--- config.mk ---
export PLATFORM = sky130hd
export DESIGN_NAME = register_universal_flat
export DESIGN_NICKNAME = d
export VERILOG_FILES = /design/src/rtl/register_universal_if.sv /design/src/rtl/register_universal.sv /design/src/flat_wrapper.sv
export SDC_FILE = /design/constraint.sdc
export NUM_CORES = 1
export LEC_CHECK = 0
export BUFFER_PORTS_ARGS = -buffer_cell sky130_fd_sc_hd__buf_2
export CAP_MARGIN = 30
export CORE_UTILIZATION = 52
export CTS_CLUSTER_DIAMETER = 40
export DETAILED_ROUTE_END_ITERATION = 6
export PLACE_DENSITY = 0.82
export SLEW_MARGIN = 25
export SYNTH_ARGS = -nofsm -noshare
export SYNTH_HDL_FRONTEND = slang
export SYNTH_SLANG_ARGS = --single-unit
--- constraint.sdc ---
create_clock -name clock -period 5.1 [get_ports clock]
set_input_delay 1.02 -clock clock [delete_from_list [all_inputs] [get_ports clock]]
set_output_delay 1.02 -clock clock [all_outputs]
set_load 0.1 [all_outputs]
--- src/rtl/register_universal_if.sv ---
// Control/data bundle for register_universal: the master drives the controls, the slave returns the
// registered word and its flags.
interface register_universal_if #(
  parameter int unsigned WIDTH = 8
);
  logic             input_clock_enable;
  logic             input_clear;
  logic [2:0]       input_mode;
  logic [WIDTH-1:0] input_d;
  logic             input_serial;
  logic [WIDTH-1:0] output_q;
  logic             output_carry;
  logic             output_zero;

  modport master (
    output input_clock_enable, input_clear, input_mode, input_d, input_serial,
    input  output_q, output_carry, output_zero
  );

  modport slave (
    input  input_clock_enable, input_clear, input_mode, input_d, input_serial,
    output output_q, output_carry, output_zero
  );
endinterface

--- src/rtl/register_universal.sv ---
// Universal WIDTH-bit register: load, increment/decrement, shift/rotate with carry and zero flags.
// Shift/rotate modes are compiled only when REGISTER_UNIVERSAL_SHIFT_EN is defined; otherwise they hold.
module register_universal #(
  parameter int unsigned          WIDTH       = 8,
  parameter logic [WIDTH-1:0]     RESET_VALUE = '0
) (
  input  logic               clock,
  input  logic               input_reset_n,
  register_universal_if.slave bus
);

  typedef enum logic [2:0] {
    MODE_HOLD  = 3'b000,
    MODE_LOAD  = 3'b001,
    MODE_INC   = 3'b010,
    MODE_DEC   = 3'b011,
    MODE_SHL   = 3'b100,
    MODE_SHR   = 3'b101,
    MODE_ROL   = 3'b110,
    MODE_ROR   = 3'b111
  } mode_e;

  logic [WIDTH-1:0] q;
  logic [WIDTH-1:0] q_next;
  logic             carry;
  logic             carry_next;

  // Carry/borrow comes from the extra top bit of a WIDTH+1 wide add/subtract.
  always_comb begin
    q_next     = q;
    carry_next = carry;
    case (mode_e'(bus.input_mode))
      MODE_LOAD: begin
        q_next     = bus.input_d;
        carry_next = 1'b0;
      end
      MODE_INC: {carry_next, q_next} = {1'b0, q} + {{WIDTH{1'b0}}, 1'b1};
      MODE_DEC: {carry_next, q_next} = {1'b0, q} - {{WIDTH{1'b0}}, 1'b1};
`ifdef REGISTER_UNIVERSAL_SHIFT_EN
      MODE_SHL: {carry_next, q_next} = {q, bus.input_serial};
      MODE_SHR: {q_next, carry_next} = {bus.input_serial, q};
      MODE_ROL: {carry_next, q_next} = {q, q[WIDTH-1]};
      MODE_ROR: {q_next, carry_next} = {q[0], q};
`endif
      default: ;
    endcase
  end

`ifndef REGISTER_UNIVERSAL_SHIFT_EN
  logic unused_serial;
  assign unused_serial = bus.input_serial;
`endif

  always_ff @(posedge clock or negedge input_reset_n) begin
    if (!input_reset_n) begin
      q     <= RESET_VALUE;
      carry <= 1'b0;
    end else if (bus.input_clear) begin
      q     <= RESET_VALUE;
      carry <= 1'b0;
    end else if (bus.input_clock_enable) begin
      q     <= q_next;
      carry <= carry_next;
    end
  end

  assign bus.output_q     = q;
  assign bus.output_carry = carry;
  assign bus.output_zero  = (q == '0);

endmodule
--- src/flat_wrapper.sv ---
// flat-port wrapper written by rule: the top's interface ports become plain ports
module register_universal_flat 
#(
  parameter int unsigned          WIDTH       = 8,
  parameter logic [WIDTH-1:0]     RESET_VALUE = '0
)
  (clock, input_reset_n, bus_input_clock_enable, bus_input_clear, bus_input_mode, bus_input_d, bus_input_serial, bus_output_q, bus_output_carry, bus_output_zero);
  register_universal_if #(.WIDTH(WIDTH)) bus_i ();
  input  logic clock;
  input  logic input_reset_n;
  input wire logic [$bits(bus_i.input_clock_enable)-1:0] bus_input_clock_enable;
  input wire logic [$bits(bus_i.input_clear)-1:0] bus_input_clear;
  input wire logic [$bits(bus_i.input_mode)-1:0] bus_input_mode;
  input wire logic [$bits(bus_i.input_d)-1:0] bus_input_d;
  input wire logic [$bits(bus_i.input_serial)-1:0] bus_input_serial;
  output wire logic [$bits(bus_i.output_q)-1:0] bus_output_q;
  output wire logic [$bits(bus_i.output_carry)-1:0] bus_output_carry;
  output wire logic [$bits(bus_i.output_zero)-1:0] bus_output_zero;
  assign bus_i.input_clock_enable = bus_input_clock_enable;
  assign bus_i.input_clear = bus_input_clear;
  assign bus_i.input_mode = bus_input_mode;
  assign bus_i.input_d = bus_input_d;
  assign bus_i.input_serial = bus_input_serial;
  assign bus_output_q = bus_i.output_q;
  assign bus_output_carry = bus_i.output_carry;
  assign bus_output_zero = bus_i.output_zero;
  register_universal #(.WIDTH(WIDTH), .RESET_VALUE(RESET_VALUE)) u_core (.clock(clock), .input_reset_n(input_reset_n), .bus(bus_i));
endmodule
==> flow_metrics.tcl, run 1 <==
set metrics [dict create \
    instances_no_fill 136 \
    hp-class "flop to flop" \
    viasPerCell 6.147 \
    antenna_found_initial 0 \
    cap_violations 0 \
    hold_viol 0 \
    io_pins 26 \
    cp_max_fo 7 \
    yosysUniqueCellTypes 40 \
    nets 141 \
    htreeDepth 1 \
    antenna_left 0 \
    area_delta_synth_final_pct 17.95 \
    seq_area_frac_synth 0.2885 \
    setup_viol_count_final 0 \
    clock_skew_ns 0.01162 \
    core_um2 1350 \
    clock-root-buffer "clkbuf_4" \
    report.final.slew_viol_count 0 \
    crit_buf_inv 1 \
    cpMaxStageDelayCell "or4_4" \
    setup.worst_path.start_class "flop" \
    core.rowCount 13 \
    fin_crit_ns 3.112 \
    holdBufCountCts 0 \
    synthesis.area_um2 780.7 \
    internal_power_mw 0.1279 \
    required_ns 4.08 \
    drive_gt1_frac 0.2397 \
    synth_flop_cell "dfrtp_1" \
    crit_path_cell_trace "or4_4 > nor3_1 > and2_1 > buf_2" \
    overflow 0 \
    routed_wl_um 1936 \
    postCtsSetupRepairBufs 0 \
    path_clk_slew_ns 0.08 \
    status "complete, no violations" \
    synth-edff-count 0 \
    layout_commonest_cell "buf_2" \
    grt_max_degree 18 \
    async_reset_ff_frac 1.000 \
    fill_cells 120 \
    end_kind "output pin" \
    insertion_delay_ns 0.28 \
    tns_ns 0 \
    final_cell_mix "24 x buf_2, 10 x o21ai_0, 9 x dfrtp_1" \
    synthCells 98 \
    die_area_um2 1661 \
    leakagePower_nw 0.4525 \
    cts_tree "done" \
    diodes 0 \
    synth_nets 117 \
    ctsResizeCount 0 \
    drtIter0Drc 23 \
    switching_share 0.4465 \
    drc_errors 0 \
    wl_per_cell_um 14.24 \
    grt_pass1_wl_um 3001 \
    yosys_warnings 0 \
    cts_buffers 3 \
    start_util 0.5783 \
    p_switching_mw 0.1032 \
    seq_power_share 0.352 \
    crit_family "simple AND/OR/NAND/NOR gates" \
    ir_drop_v 0.0001415 \
    dr.pass1.iters 4 \
    rsz0062_at_grt "false" \
    track_usage 0.2834 \
    synth.avg_cell_area_um2 7.967 \
    numPortBuffers 24 \
    pwr-share-comb 0.389 \
    place_inst 132 \
    tightest_slew_ns 0.6271 \
    gp_congestion 0.7792 \
    dp_hpwl_um 1376 \
    p_per_area_nw_per_um2 250.9 \
    cts_sinks 9 \
    vias 836 \
    final_util 0.6821 \
    p_total_mw 0.2311 \
    fp.dieW_um 40.75 \
    fp.dieH_um 40.75 \
    fmax_mhz 321.4 \
    fin_crit_sh 0.6101 \
    p_clk_frac 0.260 \
    ys_seq_elements 9 \
    max_stage_delay_ns 0.59 \
    cts_buffer_depth 2 \
    cp.arrival_ns 2.09 \
    relSlewSlack 0.5760 \
    critical_path_class "flop to output pin" \
    first_global_vias 671 \
]
-- registers in the layout, summed over array words and instances, names as in the netlist --
name and cells:
u_core.bus.output_carry 1, u_core.bus.output_q 8
-- cells in the mapped netlist (all sizes together) (2+ instances only) --
| master | instances | area (um2) |
|---|---|---|
| nor2 | 8 | 30.03 |
| o21ai | 14 | 70.07 |
| and4b | 2 | 20.02 |
| a21oi | 3 | 15.01 |
| or3 | 2 | 12.51 |
| nand3 | 2 | 10.01 |
| or4 | 2 | 18.77 |
| and2 | 2 | 12.51 |
| nor4b | 2 | 17.52 |
| o31a | 4 | 35.03 |
| buf | 2 | 15.01 |
| nand2 | 8 | 30.03 |
| ha | 3 | 37.54 |
| clkbuf | 3 | 11.26 |
| inv | 6 | 22.52 |
| o31ai | 2 | 15.01 |
| nor3 | 5 | 25.02 |
| dfrtp | 9 | 225.2 |
-- worst min-delay path: cells and delay by family, from the launching register on --
family | cells | cell delay [ns]
flip-flops | 1 | 0.35
AO/OA/AOI/OAI | 1 | 0.06
AND/OR/NAND/NOR | 1 | 0.05
-- power by group through the flow --
| stage | combinational (mW) | sequential [mW] | clock [mW] |
|---|---|---|---|
| 5_1_grt | 0.0964 | 0.0821 | 0.0643 |
| 3_3_place_gp | 0.0878 | 0.0822 | 0 |
| 6_report | 0.0898 | 0.0813 | 0.0600 |
| 4_1_cts | 0.0899 | 0.0810 | 0.0609 |
| 2_1_floorplan | 0.0472 | 0.106 | 0 |
| 3_5_place_dp | 0.0897 | 0.0824 | 0 |
-- cell type report --
class                      count  area, um2  share of cell area
timing repair buffer          24      120.1              0.1304
clock inverter                 1      5.005            0.005435
multi-input combinational     78      506.7              0.5503
clock buffer                   3      22.52             0.02446
tap                           15      18.77             0.02038
inverter                       6      22.52             0.02446
sequential                     9      225.2              0.2446
-- cell families after synthesis --
| group | count (synthesis) | synth area share |
|---|---|---|
| AND/OR/NAND/NOR | 41 | 0.3093 |
| buffers and inverters | 11 | 0.06249 |
| AO/OA/AOI/OAI | 32 | 0.2676 |
| flip-flops | 9 | 0.2885 |
| XOR/XNOR | 1 | 0.01122 |
| adder cells (fa/ha/maj) | 3 | 0.04808 |
| multiplexers | 1 | 0.01282 |
-- per-layer routing --
layer | track usage | routed length [um]
met5 | 0 | 0
met4 | 0.1500 | 40
met3 | 0.03261 | 58
met2 | 0.4444 | 948
met1 | 0.3775 | 888
-- metrics by stage --
stage	hold WS [ns]	cell area, um2	worst slack [ns]
2_1_floorplan	0.7244	780.7	1.618
3_3_place_gp	0.4664	893.4	2.357
3_5_place_dp	0.4745	893.4	2.309
4_1_cts	0.4932	920.9	1.996
5_1_grt	0.5495	920.9	1.914
6_report	0.4861	920.9	1.988
-- worst paths after layout --
check	to	slack [ns]	cells past startpoint	from
hold reg to reg	u_core.bus.output_carry	0.49	2	u_core.bus.output_carry
max in group asynchronous	u_core.bus.output_q[7]	4.31	1	input_reset_n
hold / removal	u_core.bus.output_carry	0.49	2	u_core.bus.output_carry
setup reg to reg	u_core.bus.output_q[7]	3.13	4	u_core.bus.output_q[5]
setup / recovery	bus_output_zero	1.99	4	u_core.bus.output_q[5]
min in group asynchronous	u_core.bus.output_q[6]	0.59	1	input_reset_n
Power figures use the tool's default switching activity.
==> inputs of run 2 (changes only) <==
CORE_UTILIZATION = 44   (was 52)
PLACE_DENSITY = 0.74   (was 0.82)
clock period = 2.7 ns   (was 5.1 ns; I/O delays follow)
==> run 2 against run 1 <==
- setup slack worse by 1.8 ns
- die area increased by 17%
- utilization decreased by 9.0 points
- wire length increased by 3.5%
- global-route usage decreased by 4.9 points
- sequential power increased by 87%
==> flow_metrics.tcl, run 2 (synthesis results as in run 1) <==
set metrics [dict create \
    status "complete, no violations" \
    tightest_slew_ns 0.5997 \
    postCtsSetupRepairBufs 0 \
    gp_congestion 0.8451 \
    cts_sinks 9 \
    dr.pass1.iters 6 \
    drtIter0Drc 20 \
    die_area_um2 1947 \
    ir_drop_v 0.0002264 \
    area_delta_synth_final_pct 19.55 \
    relSlewSlack 0.5946 \
    p_per_area_nw_per_um2 468.8 \
    report.final.slew_viol_count 0 \
    end_kind "output pin" \
    core.rowCount 14 \
    p_clk_frac 0.247 \
    drc_errors 0 \
    tns_ns 0 \
    viasPerCell 6.174 \
    fin_crit_sh 0.9467 \
    clock-root-buffer "clkbuf_4" \
    largest_reg_flops 8 \
    wl_per_cell_um 14.51 \
    p_switching_mw 0.1886 \
    hp-class "primary input to asynchronous set/reset pin" \
    place_area_um2 904.6 \
    postLayoutCellArea_um2 933.4 \
    cts_buffers 3 \
    setup_viol_count_final 0 \
    required_ns 2.16 \
    cts_buffer_depth 2 \
    routed_wl_um 2003 \
    htreeDepth 1 \
    cp_max_fo 8 \
    internal_power_mw 0.2489 \
    nets 142 \
    insertion_delay_ns 0.26 \
    first_global_vias 793 \
    pwr-share-comb 0.405 \
    layout_commonest_cell "buf_2" \
    rsz0062_at_grt "false" \
    leakagePower_nw 0.4584 \
    start_util 0.4952 \
    fp.dieH_um 44.13 \
    cts_tree "done" \
    setup.worst_path.start_class "flop" \
    grt_max_degree 18 \
    path_clk_slew_ns 0.07 \
    fp.dieW_um 44.13 \
    seq_power_share 0.348 \
    numPortBuffers 24 \
    dp_hpwl_um 1433 \
    antenna_found_initial 0 \
    cp.arrival_ns 2.02 \
    cap_violations 0 \
    holdBufCountCts 0 \
    vias 852 \
    switching_share 0.4311 \
    antenna_left 0 \
    grt_pass1_wl_um 3450 \
    fin_crit_ns 2.556 \
    core_um2 1577 \
    hold_viol 0 \
    diodes 0 \
    track_usage 0.2349 \
    drive_gt1_frac 0.2459 \
    overflow 0 \
    critical_path_class "flop to output pin" \
    io_pins 26 \
    clock_skew_ns 0.0009732 \
    fmax_mhz 391.2 \
    final_cell_mix "23 x buf_2, 10 x o21ai_0, 9 x dfrtp_1" \
    fill_cells 149 \
]
==> run 2: final timing paths <==
check	end	cells after the start	slack (ns)	startpoint
setup reg to reg	u_core.bus.output_q[7]	4	0.76	u_core.bus.output_q[4]
setup / recovery	bus_output_zero	4	0.14	u_core.bus.output_q[4]
hold / removal	u_core.bus.output_q[6]	1	0.12	input_reset_n
min in group clock	u_core.bus.output_carry	2	0.48	u_core.bus.output_carry
max in group asynchronous	u_core.bus.output_q[3]	1	2.39	input_reset_n
hold reg to reg	u_core.bus.output_carry	2	0.48	u_core.bus.output_carry
==> run 2: per-stage QoR <==
step           utilization  power (mW)  std cells  hold slack [ns]  setup WS (ns)
5_1_grt             0.5921      0.4623        138           0.1346        0.06910
3_5_place_dp        0.5738      0.3299        134           0.4121         0.3355
3_3_place_gp        0.5738      0.3263        134           0.4079         0.3546
2_1_floorplan            -      0.2928         98           0.2444        0.09896
6_report            0.5921      0.4376        138           0.1244         0.1438
4_1_cts             0.5905      0.4377        138           0.1319        0.05038
==> run 2: power by group through the flow <==
stage / Clock (mW) / Combinational (mW) / Sequential (mW)
finish: 0.108 / 0.177 / 0.152
global route: 0.117 / 0.192 / 0.154
CTS: 0.110 / 0.176 / 0.152
detailed placement: 0 / 0.175 / 0.155
global placement: 0 / 0.172 / 0.154
floorplan: 0 / 0.0927 / 0.200
==> run 2: critical path: stages (launching register included) <==
cell and delay, ns:
dfrtp_1 0.45, or4_4 0.56, nor3_1 0.24, and2_4 0.18
clkbuf_4 0.31
==> run 2: cell type report <==
class | count | area [um2] | area share
Timing Repair Buffer | 25 | 130.1 | 0.1394
Tap cell | 16 | 20.02 | 0.02145
Clock buffer | 4 | 26.28 | 0.02815
Sequential cell | 9 | 225.2 | 0.2413
Inverter | 6 | 22.52 | 0.02413
Multi-Input combinational cell | 78 | 509.2 | 0.5456
==> run 2: layer usage <==
metal | global-route usage | wire length, um | up-vias
li1 | - | - | 419
met1 | 0.3071 | 862 | 401
met2 | 0.3912 | 1026 | 30
met3 | 0.02449 | 101 | 2
met4 | 0.1030 | 12 | 0
met5 | 0 | 0 | -
==> run 2: timing repair <==
| action | 4_1_cts | 5_1_grt |
|---|---|---|
| hold endpoints to repair | 0 | 0 |
| resized for setup | 0 | 1 |
| setup endpoints to repair | 0 | 1 |
